## config.mk

```make
export PLATFORM = sky130hd
export DESIGN_NAME = alu_issue_ctrl_flat
export DESIGN_NICKNAME = d
export VERILOG_FILES = /design/src/rtl/alu_issue_ctrl_if.sv /design/src/rtl/alu_issue_ctrl.sv /design/src/flat_wrapper.sv
export SDC_FILE = /design/constraint.sdc
export NUM_CORES = 1
export LEC_CHECK = 0
export ABC_AREA = 1
export BUFFER_PORTS_ARGS = -buffer_cell sky130_fd_sc_hd__buf_2
export CORE_AREA = 5 5 193 195
export CTS_CLUSTER_SIZE = 40
export DETAILED_ROUTE_END_ITERATION = 10
export DIE_AREA = 0 0 198 200
export PLACE_DENSITY = 0.62
export SLEW_MARGIN = 40
export SYNTH_ARGS = -nofsm -noshare
export SYNTH_HDL_FRONTEND = slang
export SYNTH_SLANG_ARGS = --single-unit
```

## constraint.sdc

```tcl
create_clock -name clk -period 8.2 [get_ports clk]
set_input_delay 1.23 -clock clk [delete_from_list [all_inputs] [get_ports clk]]
set_output_delay 1.23 -clock clk [all_outputs]
set_load 0.01 [all_outputs]
```

## src/rtl/alu_issue_ctrl_if.sv

```systemverilog
// Request, ALU and response channels between decode, alu_issue_ctrl and the 64-bit ALU.
// The slave modport is the controller's view; the master modport is its surroundings.
interface alu_issue_ctrl_if #(
    parameter int XLEN  = 64,
    parameter int CNT_W = 16
);
    logic             req_valid;
    logic             req_ready;
    logic [6:0]       req_opcode;
    logic [2:0]       req_funct3;
    logic             req_funct7b5;
    logic [XLEN-1:0]  req_rs1;
    logic [XLEN-1:0]  req_rs2;
    logic [XLEN-1:0]  req_imm;

    logic [XLEN-1:0]  alu_a;
    logic [XLEN-1:0]  alu_b;
    logic [3:0]       alu_op;
    logic [XLEN-1:0]  alu_result;
    logic             alu_zero;

    logic             rsp_valid;
    logic             rsp_ready;
    logic [XLEN-1:0]  rsp_result;
    logic             rsp_taken;
    logic             rsp_illegal;

    logic [CNT_W-1:0] ops_issued;
    logic [CNT_W-1:0] ops_illegal;

    modport slave (
        input  req_valid, req_opcode, req_funct3, req_funct7b5,
               req_rs1, req_rs2, req_imm,
               alu_result, alu_zero, rsp_ready,
        output req_ready, alu_a, alu_b, alu_op,
               rsp_valid, rsp_result, rsp_taken, rsp_illegal,
               ops_issued, ops_illegal
    );

    modport master (
        output req_valid, req_opcode, req_funct3, req_funct7b5,
               req_rs1, req_rs2, req_imm,
               alu_result, alu_zero, rsp_ready,
        input  req_ready, alu_a, alu_b, alu_op,
               rsp_valid, rsp_result, rsp_taken, rsp_illegal,
               ops_issued, ops_illegal
    );
endinterface

```

## src/rtl/alu_issue_ctrl.sv

```systemverilog
// Decode-to-ALU issue controller: maps RV64 fields to ALUOp, drives registered operands,
// captures the ALU result one cycle later and returns it with the branch outcome.
module alu_issue_ctrl #(
    parameter int XLEN  = 64,
    parameter int CNT_W = 16
) (
    input  logic           clk,
    input  logic           reset,
    alu_issue_ctrl_if.slave bus
);
    localparam logic [3:0] OP_AND  = 4'b0000;
    localparam logic [3:0] OP_OR   = 4'b0001;
    localparam logic [3:0] OP_ADD  = 4'b0010;
    localparam logic [3:0] OP_SUB  = 4'b0110;
    localparam logic [3:0] OP_NOR  = 4'b1100;
    localparam logic [3:0] OP_NONE = 4'b1111;

    typedef enum logic [1:0] {IDLE, EXEC, RESP} state_t;

    state_t           state_q, state_d;
    logic [XLEN-1:0]  a_q, a_d, b_q, b_d, res_q, res_d;
    logic [3:0]       op_q, op_d;
    logic             br_q, br_d, bne_q, bne_d;
    logic             taken_q, taken_d, ill_q, ill_d;
    logic [CNT_W-1:0] iss_q, iss_d, illcnt_q, illcnt_d;

    logic             dec_legal, dec_imm, dec_br, dec_bne;
    logic [3:0]       dec_op;

    function automatic logic [CNT_W-1:0] sat_inc(input logic [CNT_W-1:0] c);
        return (&c) ? c : c + 1'b1;
    endfunction

    // Instruction decode: ALUOp, b-source and branch flavour
    always_comb begin
        dec_legal = 1'b1;
        dec_op    = OP_ADD;
        dec_imm   = 1'b0;
        dec_br    = 1'b0;
        dec_bne   = 1'b0;
        unique case (bus.req_opcode)
            7'b0110011: begin
                unique case (bus.req_funct3)
                    3'b000:  dec_op = bus.req_funct7b5 ? OP_SUB : OP_ADD;
                    3'b111:  dec_op = OP_AND;
                    3'b110:  dec_op = OP_OR;
                    default: dec_legal = 1'b0;
                endcase
            end
            7'b0010011: begin
                dec_imm = 1'b1;
                unique case (bus.req_funct3)
                    3'b000:  dec_op = OP_ADD;
                    3'b111:  dec_op = OP_AND;
                    3'b110:  dec_op = OP_OR;
                    default: dec_legal = 1'b0;
                endcase
            end
            7'b0000011, 7'b0100011: dec_imm = 1'b1;
            7'b1100011: begin
                dec_op  = OP_SUB;
                dec_br  = 1'b1;
                dec_bne = (bus.req_funct3 == 3'b001);
                if (bus.req_funct3 != 3'b000 && bus.req_funct3 != 3'b001)
                    dec_legal = 1'b0;
            end
            7'b0001011: begin
                dec_op = OP_NOR;
                if (bus.req_funct3 != 3'b000)
                    dec_legal = 1'b0;
            end
            default: dec_legal = 1'b0;
        endcase
    end

    // Next state: illegal requests bypass EXEC and leave the ALU operands untouched
    always_comb begin
        state_d  = state_q;
        a_d      = a_q;
        b_d      = b_q;
        op_d     = op_q;
        br_d     = br_q;
        bne_d    = bne_q;
        res_d    = res_q;
        taken_d  = taken_q;
        ill_d    = ill_q;
        iss_d    = iss_q;
        illcnt_d = illcnt_q;
        unique case (state_q)
            IDLE: begin
                if (bus.req_valid) begin
                    if (dec_legal) begin
                        a_d     = bus.req_rs1;
                        b_d     = dec_imm ? bus.req_imm : bus.req_rs2;
                        op_d    = dec_op;
                        br_d    = dec_br;
                        bne_d   = dec_bne;
                        iss_d   = sat_inc(iss_q);
                        state_d = EXEC;
                    end else begin
                        res_d    = '0;
                        taken_d  = 1'b0;
                        ill_d    = 1'b1;
                        illcnt_d = sat_inc(illcnt_q);
                        state_d  = RESP;
                    end
                end
            end
            EXEC: begin
                res_d   = bus.alu_result;
                taken_d = br_q & (bne_q ? ~bus.alu_zero : bus.alu_zero);
                ill_d   = 1'b0;
                state_d = RESP;
            end
            RESP: begin
                if (bus.rsp_ready)
                    state_d = IDLE;
            end
            default: state_d = IDLE;
        endcase
    end

    always_ff @(posedge clk or posedge reset) begin
        if (reset) begin
            state_q  <= IDLE;
            a_q      <= '0;
            b_q      <= '0;
            op_q     <= OP_NONE;
            br_q     <= 1'b0;
            bne_q    <= 1'b0;
            res_q    <= '0;
            taken_q  <= 1'b0;
            ill_q    <= 1'b0;
            iss_q    <= '0;
            illcnt_q <= '0;
        end else begin
            state_q  <= state_d;
            a_q      <= a_d;
            b_q      <= b_d;
            op_q     <= op_d;
            br_q     <= br_d;
            bne_q    <= bne_d;
            res_q    <= res_d;
            taken_q  <= taken_d;
            ill_q    <= ill_d;
            iss_q    <= iss_d;
            illcnt_q <= illcnt_d;
        end
    end

    assign bus.req_ready   = (state_q == IDLE);
    assign bus.rsp_valid   = (state_q == RESP);
    assign bus.alu_a       = a_q;
    assign bus.alu_b       = b_q;
    assign bus.alu_op      = op_q;
    assign bus.rsp_result  = res_q;
    assign bus.rsp_taken   = taken_q;
    assign bus.rsp_illegal = ill_q;
    assign bus.ops_issued  = iss_q;
    assign bus.ops_illegal = illcnt_q;
endmodule

```

## src/flat_wrapper.sv

```systemverilog
// flat-port wrapper written by rule: the top's interface ports become plain ports
module alu_issue_ctrl_flat 
#(
    parameter int XLEN  = 64,
    parameter int CNT_W = 16
)
  (clk, reset, bus_req_valid, bus_req_opcode, bus_req_funct3, bus_req_funct7b5, bus_req_rs1, bus_req_rs2, bus_req_imm, bus_alu_result, bus_alu_zero, bus_rsp_ready, bus_req_ready, bus_alu_a, bus_alu_b, bus_alu_op, bus_rsp_valid, bus_rsp_result, bus_rsp_taken, bus_rsp_illegal, bus_ops_issued, bus_ops_illegal);
  alu_issue_ctrl_if #(.XLEN(XLEN), .CNT_W(CNT_W)) bus_i ();
  input  logic clk;
  input  logic reset;
  input wire logic [$bits(bus_i.req_valid)-1:0] bus_req_valid;
  input wire logic [$bits(bus_i.req_opcode)-1:0] bus_req_opcode;
  input wire logic [$bits(bus_i.req_funct3)-1:0] bus_req_funct3;
  input wire logic [$bits(bus_i.req_funct7b5)-1:0] bus_req_funct7b5;
  input wire logic [$bits(bus_i.req_rs1)-1:0] bus_req_rs1;
  input wire logic [$bits(bus_i.req_rs2)-1:0] bus_req_rs2;
  input wire logic [$bits(bus_i.req_imm)-1:0] bus_req_imm;
  input wire logic [$bits(bus_i.alu_result)-1:0] bus_alu_result;
  input wire logic [$bits(bus_i.alu_zero)-1:0] bus_alu_zero;
  input wire logic [$bits(bus_i.rsp_ready)-1:0] bus_rsp_ready;
  output wire logic [$bits(bus_i.req_ready)-1:0] bus_req_ready;
  output wire logic [$bits(bus_i.alu_a)-1:0] bus_alu_a;
  output wire logic [$bits(bus_i.alu_b)-1:0] bus_alu_b;
  output wire logic [$bits(bus_i.alu_op)-1:0] bus_alu_op;
  output wire logic [$bits(bus_i.rsp_valid)-1:0] bus_rsp_valid;
  output wire logic [$bits(bus_i.rsp_result)-1:0] bus_rsp_result;
  output wire logic [$bits(bus_i.rsp_taken)-1:0] bus_rsp_taken;
  output wire logic [$bits(bus_i.rsp_illegal)-1:0] bus_rsp_illegal;
  output wire logic [$bits(bus_i.ops_issued)-1:0] bus_ops_issued;
  output wire logic [$bits(bus_i.ops_illegal)-1:0] bus_ops_illegal;
  assign bus_i.req_valid = bus_req_valid;
  assign bus_i.req_opcode = bus_req_opcode;
  assign bus_i.req_funct3 = bus_req_funct3;
  assign bus_i.req_funct7b5 = bus_req_funct7b5;
  assign bus_i.req_rs1 = bus_req_rs1;
  assign bus_i.req_rs2 = bus_req_rs2;
  assign bus_i.req_imm = bus_req_imm;
  assign bus_i.alu_result = bus_alu_result;
  assign bus_i.alu_zero = bus_alu_zero;
  assign bus_i.rsp_ready = bus_rsp_ready;
  assign bus_req_ready = bus_i.req_ready;
  assign bus_alu_a = bus_i.alu_a;
  assign bus_alu_b = bus_i.alu_b;
  assign bus_alu_op = bus_i.alu_op;
  assign bus_rsp_valid = bus_i.rsp_valid;
  assign bus_rsp_result = bus_i.rsp_result;
  assign bus_rsp_taken = bus_i.rsp_taken;
  assign bus_rsp_illegal = bus_i.rsp_illegal;
  assign bus_ops_issued = bus_i.ops_issued;
  assign bus_ops_illegal = bus_i.ops_illegal;
  alu_issue_ctrl #(.XLEN(XLEN), .CNT_W(CNT_W)) u_core (.clk(clk), .reset(reset), .bus(bus_i));
endmodule
```

==> results.py, run 1 <==
metrics = {
    "route": {
        "drt_wl_total_um": 37200,
        "vias": 10800,
        "vias_per_cell": 4.60,
        "drt-wirelength-per-cell_um": 15.9,
        "drc": 0,
        "drtIter0Drc": 524,
        "ant_nets": 0,
        "first_pass_iters": 5,
    },
    "yosys": {
        "synth_top_cell_by_area": "dfrtp_1",
        "ys_warn_count": 0,
        "synth_cell_type_count": 28,
        "yosysTopAreaCellShare": 0.531,
        "synth_area_leaders": "dfrtp_1 53%, nand2_1 27%, nand3_1 7.0%",
        "synth_area_per_cell_um2": 7.73,
        "syn_nets": 1676,
        "synth-seq-cells": 234,
        "ys_seq_area_frac": 0.541,
        "synth_cells": 1402,
        "netlist_area_mm2": 0.0108,
    },
    "clock_tree": {
        "root_buffer": "clkbuf_16",
        "h-tree-depth": 1,
        "clkTransAtPathRegs_ps": 60,
        "cts_buffers": 26,
        "cts.sinks": 234,
        "tritoncts": "done",
        "clock_path_buffers": 3,
        "clk_latency_ps": 530,
        "postCtsSetupRepairBufs": 0,
        "cts-resized-gates": 0,
        "cts_hold_buf": 0,
    },
    "status": {
        "status": "complete, no violations",
    },
    "grt": {
        "grt_pass1_vias": 10700,
        "grt_max_degree": 96,
        "gr-total-overflow": 0,
        "grt_usage": 0.175,
        "antenna_found_initial": 6,
        "grt_pass1_wl_um": 56900,
    },
    "setup_path": {
        "cpMostUsedCell": "nand2_1",
        "crit_fanout": 95,
        "setup.worst_path.start_class": "primary input",
        "path_class": "in2reg",
        "critPathArrivalTime_ps": 3930,
        "critPathSlowestCell": "buf_6",
        "ff2ff_path_depth": 9,
        "timing.rr.start": "u_core.state_q[0]",
        "max_stage_delay_ps": 570,
        "cp.required_ps": 8660,
        "cp.depth": 11,
        "crit_path_start": "bus_req_opcode[5]",
        "path_cells": "buf_2 > nor2_1 > nand2_1 > a21oi_2 > nand2_2 > nand3_4 > nand2_4 > inv_4 > buf_6 > nand2_1 > nand2_1",
        "end_kind": "register",
        "path_delay_family": "simple AND/OR/NAND/NOR gates",
        "crit_buf_inv": 3,
    },
    "power_and_ir_drop": {
        "peakVddDrop_v": 0.000138,
        "pwr_density_cell_mw_per_mm2": 217,
        "leakage_nw": 8.88,
    },
    "floorplanning": {
        "die_width_um": 198,
        "dieArea_mm2": 0.0396,
        "initial_core_util": 0.308,
        "dieHeight_um": 200,
        "core_mm2": 0.0352,
        "ioPinCount": 504,
        "num_rows": 69,
    },
    "finish": {
        "multi_input_area_mm2": 0.00447,
        "final_cell_mix": "777 x nand2_1, 503 x buf_2, 230 x dfrtp_1, 150 x nand3_1",
        "area_growth_pct": 35.3,
        "final_layout_size_suffix_gt1_frac": 0.308,
        "fillers": 3667,
        "mostFrequentLayoutCell": "nand2_1",
        "layout.nets": 2138,
        "final-seq-area_mm2": 0.00586,
    },
    "timing": {
        "timing.final.crit_share": 0.423,
        "fin_crit_ps": 3470,
        "final-hold-violation-count": 0,
        "relSlewSlack": 0.493,
        "fmax_ghz": 0.288,
        "slew_viol_final": 0,
        "tightestPinTransition_ps": 761,
        "final.setup.worst_slack_ps": 4730,
        "skew_ps": 6.53,
        "finalSetupTns_ps": 0,
        "setup_viol": 0,
        "rsz0062_at_grt": "false",
    },
    "job": {
        "cap_violations": 0,
    },
    "hold_path": {
        "hp-class": "reg2reg",
        "hp-start": "u_core.bus.alu_op[1]",
        "min_path_cells": 2,
    },
    "placed_design": {
        "dp_hpwl_um": 27600,
        "place_congestion": 0.891,
        "dp_worst_setup_slack_ps": 4170,
        "port_buffers": 503,
    },
}
## tightest hold or removal path, stage by stage (launching register included)
cell and delay, ps:
dfstp_2 360, nand2_1 50, nand2_1 50
## area by class of cell
type / instances / area share
Antenna cell: 2 / 0.000342
Timing Repair Buffer: 513 / 0.179
Inverter: 32 / 0.00905
Tap cell: 461 / 0.0394
Clock inverter: 15 / 0.0175
Multi-Input combinational cell: 1057 / 0.305
Clock buffer: 32 / 0.0494
Sequential cell: 234 / 0.400
## path summary, 6_finish.rpt
| check | end | slack, ps |
|---|---|---|
| setup / recovery | u_core.bus.alu_a[43] | 4730 |
| hold / removal | u_core.bus.alu_op[1] | 470 |
| setup reg to reg | u_core.bus.alu_a[43] | 5280 |
| hold reg to reg | u_core.bus.alu_op[1] | 470 |
| max in group asynchronous | u_core.bus.alu_a[17] | 6250 |
| min in group asynchronous | u_core.bus.alu_a[25] | 790 |
## metal layers
layer | routed length (um) | GRT usage | up-vias
met5 | 33 | 0 | -
met4 | 1050 | 0.0505 | 6
met3 | 3070 | 0.0460 | 67
met2 | 18300 | 0.302 | 412
met1 | 14800 | 0.218 | 4965
li1 | - | - | 5333
## kinds of logic after synthesis
logic type / Yosys count / synth area share
AO/OA/AOI/OAI: 15 / 0.00739
buffers and inverters: 111 / 0.0485
AND/OR/NAND/NOR: 1019 / 0.384
adder cells (fa/ha/maj): 2 / 0.00231
flip-flops: 234 / 0.541
XOR/XNOR: 21 / 0.0170
## through the flow
stage	std cells	utilization	instance area, um^2	total power, mW	hold WS (ps)
2_1_floorplan	1402	-	10800	1.60	453
3_3_place_gp	2296	0.387	13600	1.87	458
6_report	2346	0.416	14700	3.18	468
3_5_place_dp	2296	0.387	13600	1.88	460
5_1_grt	2344	0.416	14600	3.34	488
4_1_cts	2343	0.415	14600	3.22	474
## state kept, by name, summed over array words and instances (netlist names)
signal / cells
u_core.bus.rsp_taken: 1
u_core.bne_q: 1
u_core.bus.rsp_result: 64
u_core.br_q: 1
u_core.bus.alu_op: 4
u_core.bus.rsp_illegal: 1
u_core.bus.alu_b: 64
u_core.bus.alu_a: 64
u_core.bus.ops_issued: 16
u_core.state_q: 2
u_core.bus.ops_illegal: 16
## synthesized netlist by cell type
library cell	instances
buf_1	16
ha_1	2
clkinv_1	2
xor2_1	10
xnor2_1	11
clkbuf_1	27
nand2_4	1
nor2_1	39
dfrtp_1	230
nand2_1	779
o21ai_0	9
dfstp_2	4
buf_2	24
buf_4	3
a31oi_1	1
buf_6	9
nand2_2	1
inv_1	28
nand3_1	152
a21oi_1	4
nand4_2	1
nand3_2	1
nor2_2	2
nand4_1	38
inv_2	2
a21oi_2	1
nor3_1	4
nand3_4	1
## power breakdown
| part | internal [mW] | total (mW) | switching (mW) |
|---|---|---|---|
| registers | 1.27 | 1.36 | 0.0853 |
| logic | 0.203 | 0.489 | 0.286 |
| clock network | 0.846 | 1.33 | 0.482 |
| total | 2.32 | 3.18 | 0.854 |
(Power assumes the default switching activity.)
==> run 2: changes to the inputs <==
- clock period: 8.2 -> 3.2 ns (I/O delays scaled with it)
==> run 2 against run 1 <==
  * Die area is the same
  * First-iteration DRC count fell by 21%
  * Combinational power rose to 2.6 times the previous value
  * Clock power rose by 140%
  * Cell area increased by 0.14%
  * Final cell count up 0.38%
  * Critical path depth is 2 lower
  * Sequential share of layout area is 0.055 points lower
  * Via count increased by 0.33%
  * Clock skew is 5.2 ps higher
  * Register-to-register slack got worse by 4300 ps
  * Critical endpoint is now u_core.bus.ops_issued[10]
==> results.py, run 2 (same netlist as run 1, synthesis figures left out) <==
metrics = {
    "status": {
        "status": "complete, no violations",
    },
    "placed_design": {
        "place_congestion": 0.882,
        "port_buffers": 503,
        "dp.cells": 2306,
        "dp_hpwl_um": 27600,
        "dp_worst_setup_slack_ps": 706,
    },
    "timing": {
        "tightestPinTransition_ps": 731,
        "relSlewSlack": 0.512,
        "final-hold-violation-count": 0,
        "fin_crit_ps": 2210,
        "skew_ps": 11.7,
        "rsz0062_at_grt": "false",
        "timing.final.crit_share": 0.691,
        "slew_viol_final": 0,
        "fmax_ghz": 0.452,
        "final.setup.worst_slack_ps": 990,
        "setup_viol": 0,
    },
    "finish": {
        "area_growth_pct": 35.4,
        "multi_input_area_mm2": 0.00446,
        "layoutNonFillerInstCount": 2355,
        "fillers": 3622,
        "mostFrequentLayoutCell": "nand2_1",
        "final-seq-area_mm2": 0.00586,
        "final_cell_mix": "777 x nand2_1, 503 x buf_2, 230 x dfrtp_1, 150 x nand3_1, 39 x nor2_1",
        "layout.nets": 2147,
        "final_layout_size_suffix_gt1_frac": 0.309,
    },
    "grt": {
        "antenna_found_initial": 1,
        "grt_usage": 0.176,
        "grt_pass1_wl_um": 57700,
        "gr-total-overflow": 0,
        "grt_max_degree": 140,
        "grt_pass1_vias": 10800,
    },
    "power_and_ir_drop": {
        "peakVddDrop_v": 0.000311,
        "leakage_nw": 8.90,
        "pwr_density_cell_mw_per_mm2": 537,
    },
    "clock_tree": {
        "h-tree-depth": 1,
        "cts_buffers": 26,
        "cts.sinks": 234,
        "tritoncts": "done",
        "clk_latency_ps": 530,
        "postCtsSetupRepairBufs": 0,
        "cts_hold_buf": 0,
        "clock_path_buffers": 3,
        "root_buffer": "clkbuf_16",
        "clkTransAtPathRegs_ps": 60,
        "cts-resized-gates": 0,
    },
    "setup_path": {
        "end_kind": "register",
        "path_class": "reg2reg",
        "ff2ff_path_depth": 9,
        "r2r-end": "u_core.bus.ops_issued[10]",
        "critPathArrivalTime_ps": 2670,
        "setup.worst_path.start_class": "register",
        "cp.required_ps": 3660,
        "regToRegSetupSlack_ps": 990,
        "timing.rr.start": "u_core.bus.ops_issued[0]",
        "crit_fanout": 16,
    },
    "floorplanning": {
        "ioPinCount": 504,
        "dieArea_mm2": 0.0396,
        "initial_core_util": 0.308,
        "num_rows": 69,
        "die_width_um": 198,
        "core_mm2": 0.0352,
        "dieHeight_um": 200,
    },
    "route": {
        "first_pass_iters": 7,
        "drc": 0,
        "drt-wirelength-per-cell_um": 15.8,
        "vias": 10800,
        "drt_wl_total_um": 37100,
        "vias_per_cell": 4.59,
        "drtIter0Drc": 415,
        "ant_nets": 0,
    },
    "job": {
        "cap_violations": 0,
    },
    "hold_path": {
        "hp-class": "in2async",
    },
}
-- run 2: routing by layer --
layer / track usage / wire length (um) / up-vias
met5: 0 / 13 / -
met4: 0.0492 / 986 / 2
met3: 0.0467 / 3180 / 71
met2: 0.299 / 18000 / 433
met1: 0.223 / 14900 / 4963
li1: - / - / 5350
-- run 2: cell type report --
type | instances | area share
antenna | 1 | 0.000171
clock buffer | 41 | 0.0544
clock inverter | 7 | 0.00750
inverter | 32 | 0.00870
multi-input combinational | 1057 | 0.304
sequential | 234 | 0.399
tap | 461 | 0.0393
timing repair buffer | 522 | 0.186
-- run 2: critical path: stages, from the launching register on --
cell and delay [ps]:
dfrtp_1 440, ha_1 240, nand3_1 160, nor2_2 210
nand2_1 100, nor2_1 100, nand2_1 330, nand3_2 390
nand2_1 100, nand2_1 70
-- run 2: how the worst max path moves through the flow --
stage	endpoint	from	slack (ps)
final	u_core.bus.ops_issued[10]	u_core.bus.ops_issued[0]	990
after global routing	u_core.bus.ops_issued[11]	u_core.bus.ops_issued[0]	780
after CTS	u_core.bus.ops_issued[10]	u_core.bus.ops_issued[0]	980
after detailed placement	u_core.bus.alu_a[18]	bus_req_opcode[5]	710
after global placement	u_core.bus.alu_a[33]	bus_req_opcode[5]	790
after floorplan	u_core.bne_q	reset	-340
-- run 2: power breakdown --
part           internal (mW)  switching, mW
clock network           1.94           1.19
logic                  0.527          0.741
registers               3.27          0.210
total                   5.74           2.14
-- run 2: through the flow --
stage / hold slack, ps / util / TNS, ps / power (mW) / instance area (um^2)
4_1_cts: 110 / 0.416 / 0 / 8.02 / 14700
3_3_place_gp: 458 / 0.391 / 0 / 4.80 / 13800
5_1_grt: 126 / 0.417 / 0 / 8.30 / 14700
6_report: 109 / 0.417 / 0 / 7.88 / 14700
2_1_floorplan: 453 / - / -78350 / 4.11 / 10800
3_5_place_dp: 459 / 0.391 / 0 / 4.81 / 13800
==> run 3: changes to the inputs <==
- ABC_AREA: 1 -> 0
- CORE_AREA: 5 5 193 195 -> 5 5 192 194
- DIE_AREA: 0 0 198 200 -> 0 0 197 199
- PLACE_DENSITY: 0.62 -> 0.59
- clock period: 3.2 -> 2.2 ns (I/O delays scaled with it)
==> run 3 against run 2 <==
  * Non-clock buffer count grew 94
  * Clock power grew 42%
  * Flip-flop and latch count unchanged
  * Register-to-register slack worse by 710 ps
  * Final cell count shrank 17%
  * Setup slack lost 860 ps
  * First-iteration DRC count shrank 36%
  * Area after synthesis down 11%
  * Wire length fell by 11%
  * Critical path type is now in2reg
  * Critical endpoint is now u_core.bus.ops_issued[7]
  * Highest routed layer is now met4
==> results.py, run 3 <==
metrics = {
    "setup_path": {
        "ff2ff_path_depth": 6,
        "path_cells": "dlygate4sd3_1 > buf_2 > nor3_1 > o211ai_1 > a31o_4 > inv_2 > buf_12 > nand4_1 > xnor2_1",
        "critPathSlowestCell": "dlygate4sd3_1",
        "crit_path_start": "bus_req_funct3[0]",
        "setup.worst_path.start_class": "primary input",
        "cp.required_ps": 2620,
        "end_kind": "register",
        "regToRegSetupSlack_ps": 280,
        "timing.rr.start": "u_core.bus.ops_issued[6]",
        "max_stage_delay_ps": 540,
        "path_class": "in2reg",
        "crit_fanout": 29,
        "r2r-end": "u_core.bus.ops_issued[14]",
        "critPathArrivalTime_ps": 2490,
    },
    "timing": {
        "rsz0062_at_grt": "false",
        "slew_viol_final": 0,
        "final.setup.worst_slack_ps": 131,
        "timing.final.crit_share": 0.941,
        "final-hold-violation-count": 0,
        "fmax_ghz": 0.483,
        "relSlewSlack": 0.568,
        "setup_viol": 0,
        "tightestPinTransition_ps": 639,
        "fin_crit_ps": 2070,
        "holdWs_ps": 30.4,
        "skew_ps": 8.16,
    },
    "hold_path": {
        "holdPathEnd": "u_core.bus.rsp_result[50]",
        "hp-class": "in2reg",
        "min_path_cells": 2,
        "hp-start": "bus_alu_result[50]",
    },
    "placed_design": {
        "dp_worst_setup_slack_ps": 106,
        "dp.cells": 1842,
        "place_congestion": 0.827,
        "dp_hpwl_um": 25300,
        "port_buffers": 503,
    },
    "power_and_ir_drop": {
        "leakage_nw": 8.39,
        "pwr_density_cell_mw_per_mm2": 786,
        "peakVddDrop_v": 0.000558,
        "power_frac_comb": 0.168,
        "clkPwrFrac": 0.389,
        "p_seq_frac": 0.444,
        "p_int_mw": 8.39,
        "swShare": 0.269,
        "power_mw": 11.5,
        "p_switching_mw": 3.08,
    },
    "yosys": {
        "synth_area_leaders": "dfrtp_1 60%, nand2_1 11%, mux2i_1 6.6%",
        "netlist_area_mm2": 0.00965,
        "yosysTopAreaCellShare": 0.597,
        "synth_cell_type_count": 46,
        "synth_area_per_cell_um2": 10.8,
        "synth_edf_count": 0,
        "ys_warn_count": 0,
        "ys_seq_area_frac": 0.607,
        "synthArstFlopShare": 1.00,
        "synth_flop_cell": "dfrtp_1",
        "synth_cells": 891,
        "synth-seq-cells": 234,
        "synth_common_cells": "275 x nand2_1, 230 x dfrtp_1, 66 x o21ai_0",
        "synth_most_common_cell": "nand2_1",
        "synth_top_cell_by_area": "dfrtp_1",
        "syn_nets": 1165,
    },
    "route": {
        "vias_per_cell": 4.44,
        "drt_wl_total_um": 33000,
        "drc": 0,
        "vias": 8725,
        "first_pass_iters": 6,
        "drtIter0Drc": 267,
        "ant_nets": 0,
        "drt-wirelength-per-cell_um": 16.8,
    },
    "clock_tree": {
        "clk_latency_ps": 530,
        "clock_path_buffers": 3,
        "cts_buffers": 26,
        "cts-resized-gates": 0,
        "cts.sinks": 234,
        "root_buffer": "clkbuf_16",
        "h-tree-depth": 1,
        "clkTransAtPathRegs_ps": 60,
        "tritoncts": "done",
    },
    "floorplanning": {
        "ioPinCount": 504,
        "core_mm2": 0.0351,
        "dieArea_mm2": 0.0392,
        "dieHeight_um": 199,
        "num_rows": 69,
        "die_width_um": 197,
        "initial_core_util": 0.275,
    },
    "finish": {
        "area_growth_pct": 51.2,
        "final_cell_mix": "503 x buf_2, 275 x nand2_1, 230 x dfrtp_1, 73 x dlygate4sd3_1, 66 x o21ai_0",
        "fillers": 3420,
        "fin_util": 0.416,
        "final_layout_size_suffix_gt1_frac": 0.405,
        "mostFrequentLayoutCell": "buf_2",
        "layoutNonFillerInstCount": 1964,
        "layout.nets": 1756,
    },
    "grt": {
        "grt_pass1_vias": 9265,
        "grt_pass1_wl_um": 50200,
        "grt_usage": 0.159,
        "grt_max_degree": 110,
        "antenna_found_initial": 4,
        "gr-total-overflow": 0,
    },
    "job": {
        "cap_violations": 0,
    },
    "status": {
        "status": "complete, no violations",
    },
}
-- run 3: cell count changes after synthesis, sizes merged, moves of 8 or more --
cell   before  now
nor2       41   12
inv        30    5
a22o        0   64
nand2     781  275
nand4      39   20
o21ai       9   67
nand3     154   14
and3        0    8
mux2i       0   64
buf        52   31
xnor2      11   22
-- run 3: power groups by stage --
stage | Combinational [mW] | Sequential (mW) | Clock (mW)
after floorplan | 0.583 | 5.34 | 0
after global placement | 1.82 | 5.16 | 0
after detailed placement | 1.86 | 5.15 | 0
after CTS | 1.96 | 5.09 | 4.60
after global routing | 2.14 | 5.15 | 4.76
final | 1.92 | 5.09 | 4.46
-- run 3: per-layer routing --
layer	share of wire	vias to the layer above	global-route usage
met3	0.083	69	0.0400
met4	0.031	0	0.0562
li1	-	4235	-
met2	0.49	395	0.278
met1	0.39	4026	0.192
met5	0	-	0
-- run 3: what timing repair did --
item | in CTS | in global routing
buffers inserted | 0 | 0
hold buffers | 73 | 0
setup endpoints to repair | 0 | 0
endpoints found under the hold margin | 82 | 0
-- run 3: logic make-up (layout without fill, tap and decap cells) --
family,count (synthesis),after routing,share of synthesized area
xor+xnor,30,30,0.0272
fa+ha+maj,2,2,0.00259
simple gates,356,356,0.162
other cells,0,1,0
flops,234,234,0.607
mux,66,66,0.0687
compound gates,145,145,0.105
buf+inv,58,669,0.0271
-- run 3: through the flow --
step | setup TNS (ps) | instance area [um^2]
detailed placement | 0 | 13000
finish | 0 | 14600
CTS | 0 | 14600
floorplan | -275420 | 9650
global placement | 0 | 13000
global route | 0 | 14600
-- run 3: worst max-delay path, delay by kind of cell --
family	cells	cell delay, ps
buffers and inverters	4	1010
AO/OA/AOI/OAI	2	560
AND/OR/NAND/NOR	2	430
XOR/XNOR	1	140
-- run 3: how the worst max path moves through the flow --
stage,end,slack [ps],cells past startpoint
after floorplan,u_core.bne_q,-1190,1
after global placement,u_core.bus.ops_issued[7],140,8
after CTS,u_core.bus.ops_issued[13],180,9
final,u_core.bus.ops_issued[7],130,9
after detailed placement,u_core.bus.ops_issued[13],110,8
after global routing,u_core.bus.ops_issued[9],20,9
-- run 3: layout make-up --
type	count	area, um^2	share of cell area
Sequential cell	234	5860	0.402
Timing Repair Buffer	616	3670	0.252
Multi-Input combinational cell	599	3560	0.244
Clock buffer	37	753	0.0516
Tap cell	461	577	0.0395
Clock inverter	11	135	0.00926
Inverter	5	22.5	0.00154
Antenna cell	1	2.50	0.000172
